`config.mk`:
```
export PLATFORM = sky130hd
export DESIGN_NAME = greenfloat_rob_core
export DESIGN_NICKNAME = d
export VERILOG_FILES = /design/src/rtl/greenfloat_rob_core_pkg.sv /design/src/rtl/greenfloat_rob_core_fifo.sv /design/src/rtl/greenfloat_rob_core_units.sv /design/src/rtl/greenfloat_rob_core.sv
export SDC_FILE = /design/constraint.sdc
export NUM_CORES = 2
export LEC_CHECK = 0
export CORE_ASPECT_RATIO = 0.9
export CORE_UTILIZATION = 25
export DETAILED_ROUTE_END_ITERATION = 8
export PLACE_DENSITY = 0.44
export SETUP_SLACK_MARGIN = 0.5
export SLEW_MARGIN = 20
export SYNTH_ARGS = -nofsm -noshare
export SYNTH_HDL_FRONTEND = slang
export SYNTH_HIERARCHICAL = 1
export SYNTH_SLANG_ARGS = --single-unit
```
`constraint.sdc`:
```
create_clock -name clk -period 67 [get_ports clk]
set_input_delay 6.7 -clock clk [delete_from_list [all_inputs] [get_ports clk]]
set_output_delay 6.7 -clock clk [all_outputs]
set_load 0.1 [all_outputs]
```
`src/rtl/greenfloat_rob_core_pkg.sv`:
```
// GreenFloat shared types: op encodings, unit indices, ROB slot layout.
// Latency: n/a (types and one pure helper function only).
// Backpressure: n/a.
package fp16_green_pkg;

  typedef enum logic [1:0] {
    GF_ADD = 2'b00,
    GF_MUL = 2'b10
  } gf_op_e;

  // Index order matches {mode, op[1]} so an accepted op maps straight onto its unit.
  typedef enum logic [1:0] {
    U_ADD32 = 2'd0,
    U_MUL32 = 2'd1,
    U_ADD16 = 2'd2,
    U_MUL16 = 2'd3
  } gf_unit_e;

  typedef struct packed {
    logic        valid;
    logic        done;
    logic        mode;
    logic [1:0]  op;
    logic        illegal;
    logic        overflow;
    logic [31:0] result;
  } gf_rob_slot_t;

  function automatic logic [7:0] gf_active_bits(input logic mode);
    return mode ? 8'd16 : 8'd32;
  endfunction

endpackage

```
`src/rtl/greenfloat_rob_core_fifo.sv`:
```
// Sync tag FIFO holding ROB slot indices in issue order for one arithmetic unit.
// Latency: pushed tag visible at pop_dat the cycle after push; pop_dat is combinational.
// Backpressure: none internally; full/empty are reported, and the ROB bounds the fill to DEPTH.
// Ports: clk, rst (sync active-high), push/push_dat, pop/pop_dat, full, empty.
module gf_tag_fifo #(
  parameter int DEPTH = 8,
  parameter int TAG_W = 3
) (
  input  logic             clk,
  input  logic             rst,
  input  logic             push,
  input  logic [TAG_W-1:0] push_dat,
  input  logic             pop,
  output logic [TAG_W-1:0] pop_dat,
  output logic             full,
  output logic             empty
);
  logic [TAG_W-1:0] mem [DEPTH];
  logic [TAG_W-1:0] rd_ptr, wr_ptr;
  logic [TAG_W:0]   cnt;

  assign full    = 32'(cnt) == DEPTH;
  assign empty   = cnt == '0;
  assign pop_dat = mem[rd_ptr];

  always_ff @(posedge clk) begin
    if (push) mem[wr_ptr] <= push_dat;
  end

  always_ff @(posedge clk) begin
    if (rst) begin
      rd_ptr <= '0;
      wr_ptr <= '0;
      cnt    <= '0;
    end else begin
      if (push) wr_ptr <= wr_ptr + 1'b1;
      if (pop)  rd_ptr <= rd_ptr + 1'b1;
      if (push && !pop)      cnt <= cnt + 1'b1;
      else if (!push && pop) cnt <= cnt - 1'b1;
    end
  end
endmodule

```
`src/rtl/greenfloat_rob_core_units.sv`:
```
// Pipelined FP add/mul units (generic cores plus FP32/FP16 wrappers).
// Latency: LAT cycles from valid_in to valid_out (add32/add16 2, mul16 3, mul32 4).
// Backpressure: none; units are fire-and-forget, one op per cycle.
// Ports: clk, rst_n (sync active-low), valid_in, a, b, [subtract], valid_out, result, overflow.
// Arithmetic is simplified: subnormals flush to zero, inf/NaN inputs are not special-cased,
// adder truncates, multiplier rounds to nearest-even.
module gf_fp_add #(
  parameter  int EW  = 8,
  parameter  int MW  = 23,
  parameter  int LAT = 2,
  localparam int W   = 1 + EW + MW
) (
  input  logic         clk,
  input  logic         rst_n,
  input  logic         valid_in,
  input  logic [W-1:0] a,
  input  logic [W-1:0] b,
  input  logic         subtract,
  output logic         valid_out,
  output logic [W-1:0] result,
  output logic         overflow
);
  localparam logic [EW:0] EMAX = {1'b0, {EW{1'b1}}};
  localparam logic [EW:0] EONE = (EW+1)'(1);

  logic [W-1:0]       x, y, res_c;
  logic [EW-1:0]      d;
  logic [MW:0]        mx, my;
  logic [MW+1:0]      sum;
  logic [EW:0]        e;
  logic               ov_c;
  logic [LAT-1:0]     vld_q;
  logic [LAT-1:0][W:0] dat_q;

  always_comb begin
    // x is the larger magnitude so the mantissa difference is never negative.
    x = a;
    y = {b[W-1] ^ subtract, b[W-2:0]};
    if (y[W-2:0] > x[W-2:0]) begin
      x = y;
      y = a;
    end
    d   = x[W-2:MW] - y[W-2:MW];
    mx  = (x[W-2:MW] == '0) ? '0 : {1'b1, x[MW-1:0]};
    my  = (y[W-2:MW] == '0 || 32'(d) > MW) ? '0 : ({1'b1, y[MW-1:0]} >> d);
    e   = {1'b0, x[W-2:MW]};
    sum = (x[W-1] == y[W-1]) ? ({1'b0, mx} + {1'b0, my}) : ({1'b0, mx} - {1'b0, my});
    if (sum[MW+1]) begin
      sum = sum >> 1;
      e   = e + EONE;
    end
    for (int i = 0; i <= MW; i++) begin
      if (!sum[MW] && e > EONE) begin
        sum = sum << 1;
        e   = e - EONE;
      end
    end
    ov_c = 1'b0;
    if (!sum[MW]) begin
      res_c = '0;
    end else if (e >= EMAX) begin
      res_c = {x[W-1], EMAX[EW-1:0], {MW{1'b0}}};
      ov_c  = 1'b1;
    end else begin
      res_c = {x[W-1], e[EW-1:0], sum[MW-1:0]};
    end
  end

  // Plain delay line after the combinational datapath; requires LAT >= 2.
  always_ff @(posedge clk) begin
    if (!rst_n) begin
      vld_q <= '0;
      dat_q <= '0;
    end else begin
      vld_q <= {vld_q[LAT-2:0], valid_in};
      dat_q <= {dat_q[LAT-2:0], {ov_c, res_c}};
    end
  end

  assign valid_out          = vld_q[LAT-1];
  assign {overflow, result} = dat_q[LAT-1];
endmodule

module gf_fp_mul #(
  parameter  int EW  = 8,
  parameter  int MW  = 23,
  parameter  int LAT = 3,
  localparam int W   = 1 + EW + MW
) (
  input  logic         clk,
  input  logic         rst_n,
  input  logic         valid_in,
  input  logic [W-1:0] a,
  input  logic [W-1:0] b,
  output logic         valid_out,
  output logic [W-1:0] result,
  output logic         overflow
);
  localparam logic [EW+1:0] BIAS = (EW+2)'((1 << (EW-1)) - 1);

  logic                s, g, st, rnd, ov_c;
  logic [EW-1:0]       ea, eb;
  logic [MW:0]         mx, my;
  logic [2*MW+1:0]     prod;
  logic [EW+1:0]       e;
  logic [MW-1:0]       mant;
  logic [EW+MW:0]      em;
  logic [W-1:0]        res_c;
  logic [LAT-1:0]      vld_q;
  logic [LAT-1:0][W:0] dat_q;

  always_comb begin
    s    = a[W-1] ^ b[W-1];
    ea   = a[W-2:MW];
    eb   = b[W-2:MW];
    mx   = {1'b1, a[MW-1:0]};
    my   = {1'b1, b[MW-1:0]};
    prod = {{(MW+1){1'b0}}, mx} * {{(MW+1){1'b0}}, my};
    // e[EW+1] set means the biased exponent went negative.
    e    = {2'b0, ea} + {2'b0, eb} - BIAS;
    mant = prod[2*MW-1:MW];
    g    = prod[MW-1];
    st   = |prod[MW-2:0];
    if (prod[2*MW+1]) begin
      mant = prod[2*MW:MW+1];
      g    = prod[MW];
      st   = |prod[MW-1:0];
      e    = e + (EW+2)'(1);
    end
    rnd  = g & (st | mant[0]);
    // Rounding carry ripples from mantissa into exponent for free.
    em   = {e[EW:0], mant} + (EW+MW+1)'(rnd);
    ov_c = 1'b0;
    if (ea == '0 || eb == '0 || e[EW+1] || e == '0) begin
      res_c = {s, {(W-1){1'b0}}};
    end else if (em[EW+MW:MW] >= {1'b0, {EW{1'b1}}}) begin
      res_c = {s, {EW{1'b1}}, {MW{1'b0}}};
      ov_c  = 1'b1;
    end else begin
      res_c = {s, em[EW+MW-1:0]};
    end
  end

  always_ff @(posedge clk) begin
    if (!rst_n) begin
      vld_q <= '0;
      dat_q <= '0;
    end else begin
      vld_q <= {vld_q[LAT-2:0], valid_in};
      dat_q <= {dat_q[LAT-2:0], {ov_c, res_c}};
    end
  end

  assign valid_out          = vld_q[LAT-1];
  assign {overflow, result} = dat_q[LAT-1];
endmodule

module fp32_adder (
  input  logic        clk,
  input  logic        rst_n,
  input  logic        valid_in,
  input  logic [31:0] a,
  input  logic [31:0] b,
  input  logic        subtract,
  output logic        valid_out,
  output logic [31:0] result,
  output logic        overflow
);
  gf_fp_add #(.EW(8), .MW(23), .LAT(2)) u_core (
    .clk(clk), .rst_n(rst_n), .valid_in(valid_in), .a(a), .b(b), .subtract(subtract),
    .valid_out(valid_out), .result(result), .overflow(overflow));
endmodule

module fp32_multiplier (
  input  logic        clk,
  input  logic        rst_n,
  input  logic        valid_in,
  input  logic [31:0] a,
  input  logic [31:0] b,
  output logic        valid_out,
  output logic [31:0] result,
  output logic        overflow
);
  gf_fp_mul #(.EW(8), .MW(23), .LAT(4)) u_core (
    .clk(clk), .rst_n(rst_n), .valid_in(valid_in), .a(a), .b(b),
    .valid_out(valid_out), .result(result), .overflow(overflow));
endmodule

module fp16_adder (
  input  logic        clk,
  input  logic        rst_n,
  input  logic        valid_in,
  input  logic [15:0] a,
  input  logic [15:0] b,
  input  logic        subtract,
  output logic        valid_out,
  output logic [15:0] result,
  output logic        overflow
);
  gf_fp_add #(.EW(5), .MW(10), .LAT(2)) u_core (
    .clk(clk), .rst_n(rst_n), .valid_in(valid_in), .a(a), .b(b), .subtract(subtract),
    .valid_out(valid_out), .result(result), .overflow(overflow));
endmodule

module fp16_multiplier (
  input  logic        clk,
  input  logic        rst_n,
  input  logic        valid_in,
  input  logic [15:0] a,
  input  logic [15:0] b,
  output logic        valid_out,
  output logic [15:0] result,
  output logic        overflow
);
  gf_fp_mul #(.EW(5), .MW(10), .LAT(3)) u_core (
    .clk(clk), .rst_n(rst_n), .valid_in(valid_in), .a(a), .b(b),
    .valid_out(valid_out), .result(result), .overflow(overflow));
endmodule

```
`src/rtl/greenfloat_rob_core.sv`:
```
// GreenFloat front-end: issues FP32/FP16 add/mul to four units, retires in issue order via a ROB.
// Latency: unit latency L gives out_valid L+1 cycles after accept; illegal ops 1 cycle.
// Backpressure: in_ready drops when all DEPTH slots are allocated; out_* hold while !out_ready.
// Ports: clk, rst; in_valid/in_ready/in_mode/in_op/in_a/in_b; out_valid/out_ready/out_result/
//        out_mode/out_overflow/out_illegal/active_bits; op_count, retire_count, occupancy.
module greenfloat_rob_core
  import fp16_green_pkg::*;
#(
  parameter  int DEPTH = 8,
  parameter  int CNT_W = 16,
  localparam int TAG_W = $clog2(DEPTH)
) (
  input  logic             clk,
  input  logic             rst,
  input  logic             in_valid,
  output logic             in_ready,
  input  logic             in_mode,
  input  logic [1:0]       in_op,
  input  logic [31:0]      in_a,
  input  logic [31:0]      in_b,
  output logic             out_valid,
  input  logic             out_ready,
  output logic [31:0]      out_result,
  output logic             out_mode,
  output logic             out_overflow,
  output logic             out_illegal,
  output logic [7:0]       active_bits,
  output logic [CNT_W-1:0] op_count,
  output logic [CNT_W-1:0] retire_count,
  output logic [TAG_W:0]   occupancy
);
  gf_rob_slot_t     slots [DEPTH];
  gf_rob_slot_t     head_slot;
  logic [TAG_W-1:0] head, tail;
  logic             accept, retire, legal;
  logic [1:0]       sel;
  logic [3:0]       u_vin, u_vout, u_ovf, u_full, u_empty;
  logic [31:0]      u_res [4];
  logic [TAG_W-1:0] u_tag [4];
  logic [31:0]      add32_res, mul32_res;
  logic [15:0]      add16_res, mul16_res;

  // in_ready looks only at registered occupancy: a retire this cycle frees a slot next cycle.
  assign in_ready  = 32'(occupancy) < DEPTH;
  assign accept    = in_valid && in_ready;
  assign retire    = out_valid && out_ready;
  assign legal     = (in_op == GF_ADD) || (in_op == GF_MUL);
  assign sel       = {in_mode, in_op[1]};
  assign head_slot = slots[head];

  always_comb begin
    u_vin = '0;
    if (accept && legal) u_vin[sel] = 1'b1;
  end

  always_comb begin
    u_res[U_ADD32] = add32_res;
    u_res[U_MUL32] = mul32_res;
    u_res[U_ADD16] = {16'b0, add16_res};
    u_res[U_MUL16] = {16'b0, mul16_res};
  end

  fp32_adder u_add32 (
    .clk(clk), .rst_n(~rst), .valid_in(u_vin[U_ADD32]), .a(in_a), .b(in_b), .subtract(1'b0),
    .valid_out(u_vout[U_ADD32]), .result(add32_res), .overflow(u_ovf[U_ADD32]));
  fp32_multiplier u_mul32 (
    .clk(clk), .rst_n(~rst), .valid_in(u_vin[U_MUL32]), .a(in_a), .b(in_b),
    .valid_out(u_vout[U_MUL32]), .result(mul32_res), .overflow(u_ovf[U_MUL32]));
  fp16_adder u_add16 (
    .clk(clk), .rst_n(~rst), .valid_in(u_vin[U_ADD16]), .a(in_a[15:0]), .b(in_b[15:0]),
    .subtract(1'b0), .valid_out(u_vout[U_ADD16]), .result(add16_res), .overflow(u_ovf[U_ADD16]));
  fp16_multiplier u_mul16 (
    .clk(clk), .rst_n(~rst), .valid_in(u_vin[U_MUL16]), .a(in_a[15:0]), .b(in_b[15:0]),
    .valid_out(u_vout[U_MUL16]), .result(mul16_res), .overflow(u_ovf[U_MUL16]));

  // Each unit completes in order, so its FIFO head is always the slot of its next result.
  for (genvar u = 0; u < 4; u++) begin : g_tag
    gf_tag_fifo #(.DEPTH(DEPTH), .TAG_W(TAG_W)) u_fifo (
      .clk(clk), .rst(rst), .push(u_vin[u]), .push_dat(tail), .pop(u_vout[u]),
      .pop_dat(u_tag[u]), .full(u_full[u]), .empty(u_empty[u]));

    a_no_overflow:  assert property (@(posedge clk) disable iff (rst) !(u_vin[u] && u_full[u]));
    a_no_underflow: assert property (@(posedge clk) disable iff (rst) !(u_vout[u] && u_empty[u]));
  end

  // Retire, completions and accept always touch different slots: the head is already done,
  // completions target pending slots, and tail==head with a retire implies full (no accept).
  always_ff @(posedge clk) begin
    if (rst) begin
      for (int i = 0; i < DEPTH; i++) slots[i] <= '0;
      head         <= '0;
      tail         <= '0;
      occupancy    <= '0;
      op_count     <= '0;
      retire_count <= '0;
    end else begin
      if (retire) begin
        slots[head]  <= '0;
        head         <= head + 1'b1;
        retire_count <= retire_count + 1'b1;
      end
      for (int u = 0; u < 4; u++) begin
        if (u_vout[u]) begin
          slots[u_tag[u]].done     <= 1'b1;
          slots[u_tag[u]].result   <= u_res[u];
          slots[u_tag[u]].overflow <= u_ovf[u];
        end
      end
      if (accept) begin
        slots[tail] <= '{valid: 1'b1, done: !legal, mode: in_mode, op: in_op,
                         illegal: !legal, overflow: 1'b0, result: '0};
        tail        <= tail + 1'b1;
        op_count    <= op_count + 1'b1;
      end
      if (accept && !retire)      occupancy <= occupancy + 1'b1;
      else if (!accept && retire) occupancy <= occupancy - 1'b1;
    end
  end

  assign out_valid    = head_slot.valid && head_slot.done;
  assign out_result   = head_slot.result;
  assign out_mode     = head_slot.mode;
  assign out_overflow = head_slot.overflow;
  assign out_illegal  = head_slot.illegal;
  assign active_bits  = out_valid ? gf_active_bits(head_slot.mode) : 8'd0;
endmodule
```
**Word level (Yosys, flattened, before mapping)**

Memory sizes are Yosys's and may differ from the RTL's. A register that Yosys moved wholly into a read port is not among the register bits.
Index checks and enable logic that the tools add are counted.

- Muxes and demuxes: 163
- Magnitude comparators: 46
- Bitwise gates (word level): 8
- Shifts and indexed selects: 2
- Reduce and logical (&&, ||, !) cells: 121
- Multipliers: 2
- Add/subtract/negate cells: 65
- Equality and inequality tests: 3

Operators with widths:

| operator | count |
|---|---|
| $mux W24 | 27 |
| $mux W39 | 6 |
| $reduce_or A39 Y1 | 6 |
| $mux W9 | 25 |
| $gt A9 B1 Y1 const B | 24 |
| $sub A9 B1 Y9 const B | 24 |
| $mux W11 | 14 |
| $mux W6 | 14 |
| $gt A6 B1 Y1 const B | 11 |
| $sub A6 B1 Y6 const B | 11 |
| $mux W32 | 2 |
| $mux W31 | 2 |
| $mul A24 B24 Y48 | 1 |
| $mux W3 | 16 |
| $logic_and A1 B1 Y1 | 42 |
| $mux W1 | 39 |
| $logic_not A1 Y1 | 38 |
| $add A16 B1 Y16 const B | 2 |
| $add A32 B1 Y32 | 1 |
| $logic_not A8 Y1 | 4 |
| $mux W16 | 2 |
| $gt A31 B31 Y1 | 1 |
| $add A3 B1 Y3 const B | 10 |
| $mux W15 | 2 |
| other kinds (55) | 86 |

- Output and inout port bits: 81
- Register bits after elaboration: 360
- Bits in writable memories: 408
- Input port bits: 71
- Memories: 5
- Logic and storage cells: 451

Memory list:

| memory | depth | width | rd ports | clocked after Yosys merged registers in | wr ports | line | text |
|---|---|---|---|---|---|---|---|
| slots | 8 | 39 | 1 | 1 | 8 | greenfloat_rob_core.sv:32 | `gf_rob_slot_t slots [DEPTH];` |
| g_tag[0].u_fifo.mem | 8 | 3 | 1 | 1 | 1 | greenfloat_rob_core_fifo.sv:18 | `logic [TAG_W-1:0] mem [DEPTH];` |
| g_tag[1].u_fifo.mem | 8 | 3 | 1 | 1 | 1 | greenfloat_rob_core_fifo.sv:18 |  |
| g_tag[2].u_fifo.mem | 8 | 3 | 1 | 1 | 1 | greenfloat_rob_core_fifo.sv:18 |  |
| g_tag[3].u_fifo.mem | 8 | 3 | 1 | 1 | 1 | greenfloat_rob_core_fifo.sv:18 |  |

**Longest topological paths before layout**

- Depth in word-level cells: 83
- Depth in mapped cells: 258
- Gate-level depth less buffers: 211

**By module**

The synthesis kept the hierarchy.

By module, submodules not included:

| module | times used | cells each | sequential area each (um2) | area an instance (um2) |
|---|---|---|---|---|
| gf_fp_add (u_add32.u_core) | 1 | 4053 | 1361.3 | 27498.9 |
| gf_fp_mul (u_mul32.u_core) | 1 | 2926 | 2722.6 | 25684.6 |
| greenfloat_rob_core | 1 | 2196 | 6986.7 | 20261.9 |
| gf_fp_mul (u_mul16.u_core) | 1 | 840 | 1081.0 | 7201.9 |
| gf_fp_add (u_add16.u_core) | 1 | 959 | 720.7 | 6825.3 |
| gf_tag_fifo | 4 | 103 | 980.9 | 1539.0 |

**Worst setup path after synthesis**

OpenSTA, ideal clock, no wires.

- Kind: input-to-reg
- Start: input port in_a[14]
- End: register u_add32/u_core/dat_q[7] in the netlist's numbering
- Arrival time: 54.344 ns
- Setup time: 0.118 ns
- Stages: 241
- Setup slack: 12.539 ns
- Cells stage by stage: inv_1 > ha_1 > nand3_1 > nor3_4 > o31ai_2 > a221o_1 > buf_2 > a211oi_2 > nor2_1 > ha_1 > or4_1 > buf_2 > nand2_2 > buf_4 > mux4_2 > a21oi_1 > a21oi_1 > o22ai_1 > (+205 left out) > o211a_2 > nor2_1 > xnor2_1 > inv_1 > ha_1 > nand3b_1 > a31oi_1 > clkbuf_1 > a21oi_1 > ha_1 > a221oi_1 > nor4bb_1 > clkbuf_1 > a21oi_2 > o221ai_1 > o41ai_4 > buf_4 > nor2_1

- Longest elaborated chain between the ends: 83
- Elaborated cells between the ends (all ways): 165
- Classes of those cells: 28 x add/sub; 27 x order compare; 1 x eq/ne; 1 x shift; 55 x mux; 1 x bitwise; 52 x reduce/logical

Ends and longest elaborated chain:

| item | line | text |
|---|---|---|
| from (decl) | greenfloat_rob_core.sv:19 | `input logic [31:0] in_a,` |
| $gt A31 B31 Y1 | greenfloat_rob_core_units.sv:39 | `if (y[W-2:0] > x[W-2:0]) begin` |
| $mux W32 | greenfloat_rob_core_units.sv:39 |  |
| $sub A8 B8 Y8 | greenfloat_rob_core_units.sv:43 | `d = x[W-2:MW] - y[W-2:MW];` |
| $gt A8 B5 Y1 | greenfloat_rob_core_units.sv:45 | `my = (y[W-2:MW] == '0 \|\| 32'(d) > MW) ? '0 : ({1'b1, y[MW-1:0]} >> d);` |
| $logic_or A1 B1 Y1 | greenfloat_rob_core_units.sv:45 |  |
| $mux W24 | greenfloat_rob_core_units.sv:45 |  |
| $sub A24 B24 Y25 or $add A24 B24 Y25 (tied branches) | greenfloat_rob_core_units.sv:47 | `sum = (x[W-1] == y[W-1]) ? ({1'b0, mx} + {1'b0, my}) : ({1'b0, mx} - {1'b0, my});` |
| $mux W25 | greenfloat_rob_core_units.sv:47 |  |
| (+67 left out) | -- |  |
| $gt A9 B1 Y1 or $logic_not A1 Y1 (tied branches) | greenfloat_rob_core_units.sv:53 | `if (!sum[MW] && e > EONE) begin` |
| $logic_and A1 B1 Y1 | greenfloat_rob_core_units.sv:53 |  |
| $mux W9 or $mux W24 (tied branches) | greenfloat_rob_core_units.sv:53 |  |
| $gt A9 B1 Y1 or $logic_not A1 Y1 (tied branches) | greenfloat_rob_core_units.sv:53 |  |
| $logic_and A1 B1 Y1 | greenfloat_rob_core_units.sv:53 |  |
| $mux W9 or $mux W24 (tied branches) | greenfloat_rob_core_units.sv:53 |  |
| $ge A9 B8 Y1 or $not A1 Y1 (tied branches) | -- |  |
| $reduce_or A3 Y1 (no line) | -- |  |
| to (signal assigned) | greenfloat_rob_core_units.sv:76 | `dat_q <= {dat_q[LAT-2:0], {ov_c, res_c}};` |
| to (decl) | greenfloat_rob_core_units.sv:33 | `logic [LAT-1:0][W:0] dat_q;` |

Parallel ways exist; a longest one is shown, timed or not.
A chain may end at the register's enable or synchronous reset.

**Worst setup path in the final report**

- Start: input port in_a[20]
- End: register u_add32/u_core/dat_q[0] in the netlist's numbering

- Longest elaborated chain between the ends: 83
- Elaborated cells between the ends (all ways): 165
- Classes of those cells: 28 x add/sub; 27 x order compare; 1 x eq/ne; 1 x shift; 55 x mux; 1 x bitwise; 52 x reduce/logical

Ends and longest elaborated chain:

| item | line |
|---|---|
| $gt A31 B31 Y1 | greenfloat_rob_core_units.sv:39 |
| $mux W32 | greenfloat_rob_core_units.sv:39 |
| $sub A8 B8 Y8 | greenfloat_rob_core_units.sv:43 |
| $gt A8 B5 Y1 | greenfloat_rob_core_units.sv:45 |
| $logic_or A1 B1 Y1 | greenfloat_rob_core_units.sv:45 |
| $mux W24 | greenfloat_rob_core_units.sv:45 |
| $sub A24 B24 Y25 or $add A24 B24 Y25 (tied branches) | greenfloat_rob_core_units.sv:47 |
| $mux W25 | greenfloat_rob_core_units.sv:47 |
| (+67 left out) | -- |
| $gt A9 B1 Y1 or $logic_not A1 Y1 (tied branches) | greenfloat_rob_core_units.sv:53 |
| $logic_and A1 B1 Y1 | greenfloat_rob_core_units.sv:53 |
| $mux W9 or $mux W24 (tied branches) | greenfloat_rob_core_units.sv:53 |
| $gt A9 B1 Y1 or $logic_not A1 Y1 (tied branches) | greenfloat_rob_core_units.sv:53 |
| $logic_and A1 B1 Y1 | greenfloat_rob_core_units.sv:53 |
| $mux W9 or $mux W24 (tied branches) | greenfloat_rob_core_units.sv:53 |
| $ge A9 B8 Y1 or $not A1 Y1 (tied branches) | -- |
| $reduce_or A4 Y1 (no line) | -- |

Parallel ways exist; a longest one is shown, timed or not.

==> out/qor.txt <==
Proportion of layout cells with a drive suffix above 1 = 9.41%
Violation count after the first detailed-route iteration = 7414
Overall die height = 579 um
DRC violation count after routing = 0
Number of detailed-route iterations in the first pass = 8
Chip Width = 643 um
Global placement routability congestion = 0.884
Hold Buf Count CTS = 0
CTS tree = done
Period utilization = 91.4%
TritonCTS Sinks = 767
Relative area change from synthesis to final layout = 8.90%
Detail Route met2 WL = 150 mm
Setup-violating endpoint count in the final report = 0
Effective utilization at floorplan = 25.2%
Layout Cell Area excl Fill = 0.101 mm2
Worst setup EP type = flip-flop
Startpoint type of the worst setup path = input port
Largest driver fanout on the critical path = 39
Number of slew-limit violations in the final report = 0
Accumulated negative setup slack = 0 ns
Worst min-delay path startpoint = u_add16/u_core/dat_q[6]
Cts repair resizes = 0
R2r worst-path depth = 7
GRT overflow = 0
Standard cell core area = 0.368 mm2
Cells after Synth = 11300
Normalized max-slew margin = 15.8%
Post-layout nets = 12000
Total Wirelength = 355 mm
Site row count = 211
Crit-path max cell delay = 0.86 ns
Fmax achieved = 16.3 MHz
Mapped cell area = 0.0926 mm2
Max Buffers Root-to-Sink = 3
Number of antenna violations at the first check in global routing = 19
Clock latency at the later pin of the worst-skew pair = 0.68 ns
Most frequent cell on the critical path = sky130_fd_sc_hd__ha_1
Arrival time reported for the critical path endpoint = 61.74 ns
Depth of the worst hold-timing path = 1
I/O pin cnt = 152
Unrepaired setup endpoints after global routing = no
# port buffers = 145
Total of max-cap violations = 0
Vias in the first global route = 81300
Fill cells = 39800
Slew at the pin closest to its max-slew limit = 1.26 ns
Mapped Avg Cell Area = 8.22 um2
Result of the run = complete, no violations
Setup Buffers After CTS = 0
Reg-to-Reg End = slots[1][11]
Critical path class = input port to flip-flop
Time the worst path needs with I/O delays and setup = 61.24 ns
Top layer used by detailed routing = met5
Post-route worst hold slack = 0.420 ns
H-tree level count = 3
Endpoint required time on the critical path = 67.51 ns
DR vias = 83900
Classification of the worst-slack hold path = flip-flop to flip-flop
CP max stage cell = sky130_fd_sc_hd__a21oi_2
Yosys Warn Count = 6
Maximum clock skew at final layout = 0.0332 ns
Area after DPL = 0.0979 mm2
Clock root buffer master = sky130_fd_sc_hd__clkbuf_16
Total Die Area = 0.373 mm2
Clk slew on worst S/H paths = 0.06 ns
Maximum number of pins on one net before global-route repair = 101
HPWL after DPL = 261 mm
Hold Vio Cnt, Final = 0
Worst reg-to-reg setup slack = 61.96 ns
Hold path endpoint = u_add16/u_core/result[6]
Met3 layer wire length in the routed design = 23.1 mm
Cts bufs inserted = 86
Post-DRT Antenna Nets = 0
Total track usage = 18.4%
Met1 layer wirelength in the final routing = 174 mm
Via-per-instance ratio = 5.28
Global-route wire length before repair = 536 mm
Final routed wire length divided by cell count = 22.3 um
## routing by layer
layer,GRT usage [%],vias up
met3,2.80,407
met1,27.2,41300
li1,-,39400
met2,28.0,2784
met5,0,-
met4,3.77,2
## worst max path at each step
stage              from  slack [ns]                      end  cells past startpoint
2_1_floorplan  in_a[14]       12.54  u_add32/u_core/dat_q[7]                    241
4_1_cts        in_a[21]        6.20  u_add32/u_core/dat_q[0]                    200
5_1_grt        in_a[21]        1.00  u_add32/u_core/dat_q[0]                    201
6_report       in_a[20]        5.76  u_add32/u_core/dat_q[0]                    206
3_3_place_gp   in_a[21]        6.30  u_add32/u_core/dat_q[0]                    207
3_5_place_dp   in_a[21]        5.70  u_add32/u_core/dat_q[0]                    200
## flip-flops by register name (all words and copies together) (netlist names), 16 cells and up, named ones only
| name | count |
|---|---|
| u_add16/u_core/dat_q | 17 |
| g_tag.u_fifo/mem | 96 |
| u_add32/u_core/dat_q | 33 |
| slots | 296 |
| u_mul32/u_core/result | 32 |
| u_add32/u_core/result | 32 |
| op_count | 16 |
| u_mul16/u_core/dat_q | 34 |
| u_mul32/u_core/dat_q | 99 |
| u_mul16/u_core/result | 16 |
| u_add16/u_core/result | 16 |
| retire_count | 16 |
## stage by stage
| step | util [%] | instances | worst slack (ns) |
|---|---|---|---|
| after detailed placement | 26.6 | 15700 | 5.70 |
| after global placement | 26.6 | 15700 | 6.30 |
| after floorplan | - | 11300 | 12.54 |
| after global routing | 27.4 | 15900 | 1.00 |
| after CTS | 27.4 | 15900 | 6.20 |
| final | 27.4 | 15900 | 5.76 |
## cell usage in the layout (no fill, tap or decap), types with 112 or more instances in the layout
| master | n |
|---|---|
| sky130_fd_sc_hd__inv_1 | 910 |
| sky130_fd_sc_hd__a21oi_1 | 618 |
| sky130_fd_sc_hd__a22oi_1 | 147 |
| sky130_fd_sc_hd__xor2_1 | 123 |
| sky130_fd_sc_hd__and3_1 | 139 |
| sky130_fd_sc_hd__and2_1 | 565 |
| sky130_fd_sc_hd__nand2_1 | 1216 |
| sky130_fd_sc_hd__xnor2_1 | 198 |
| sky130_fd_sc_hd__fa_1 | 567 |
| sky130_fd_sc_hd__nand3_1 | 237 |
| sky130_fd_sc_hd__o2bb2ai_1 | 155 |
| sky130_fd_sc_hd__ha_1 | 412 |
| sky130_fd_sc_hd__mux2i_1 | 397 |
| sky130_fd_sc_hd__nor3_1 | 162 |
| sky130_fd_sc_hd__buf_4 | 190 |
| sky130_fd_sc_hd__edfxtp_1 | 112 |
| sky130_fd_sc_hd__nor2_1 | 878 |
| sky130_fd_sc_hd__a211oi_1 | 146 |
| sky130_fd_sc_hd__clkdlybuf4s50_1 | 112 |
| sky130_fd_sc_hd__mux2_2 | 145 |
| sky130_fd_sc_hd__o31ai_1 | 131 |
| sky130_fd_sc_hd__dfxtp_1 | 652 |
| sky130_fd_sc_hd__o21ai_0 | 383 |
## cell type report
| type | instances | area, um2 | share of cell area [%] |
|---|---|---|---|
| diodes | 4 | 10.0 | 0.00993 |
| clock buffers | 121 | 2460 | 2.44 |
| clock inverters | 35 | 418 | 0.414 |
| inverters | 927 | 3490 | 3.46 |
| multi-input cells | 8797 | 69100 | 68.6 |
| flip-flops and latches | 767 | 16500 | 16.3 |
| well taps | 4899 | 6130 | 6.08 |
| repair buffers | 334 | 2710 | 2.69 |
## critical path: cells and delay by family
kind                     cells  cell delay [ns]
AO/OA/AOI/OAI               71            21.43
XOR/XNOR                    10             3.16
adder cells (fa/ha/maj)     28             6.80
buffers and inverters       37             7.05
multiplexers                 7             2.20
AND/OR/NAND/NOR             53            14.21
Power is left out: the tool's default activity adds up to more than one toggle a clock period on the data nets, which glitch-free logic cannot reach.
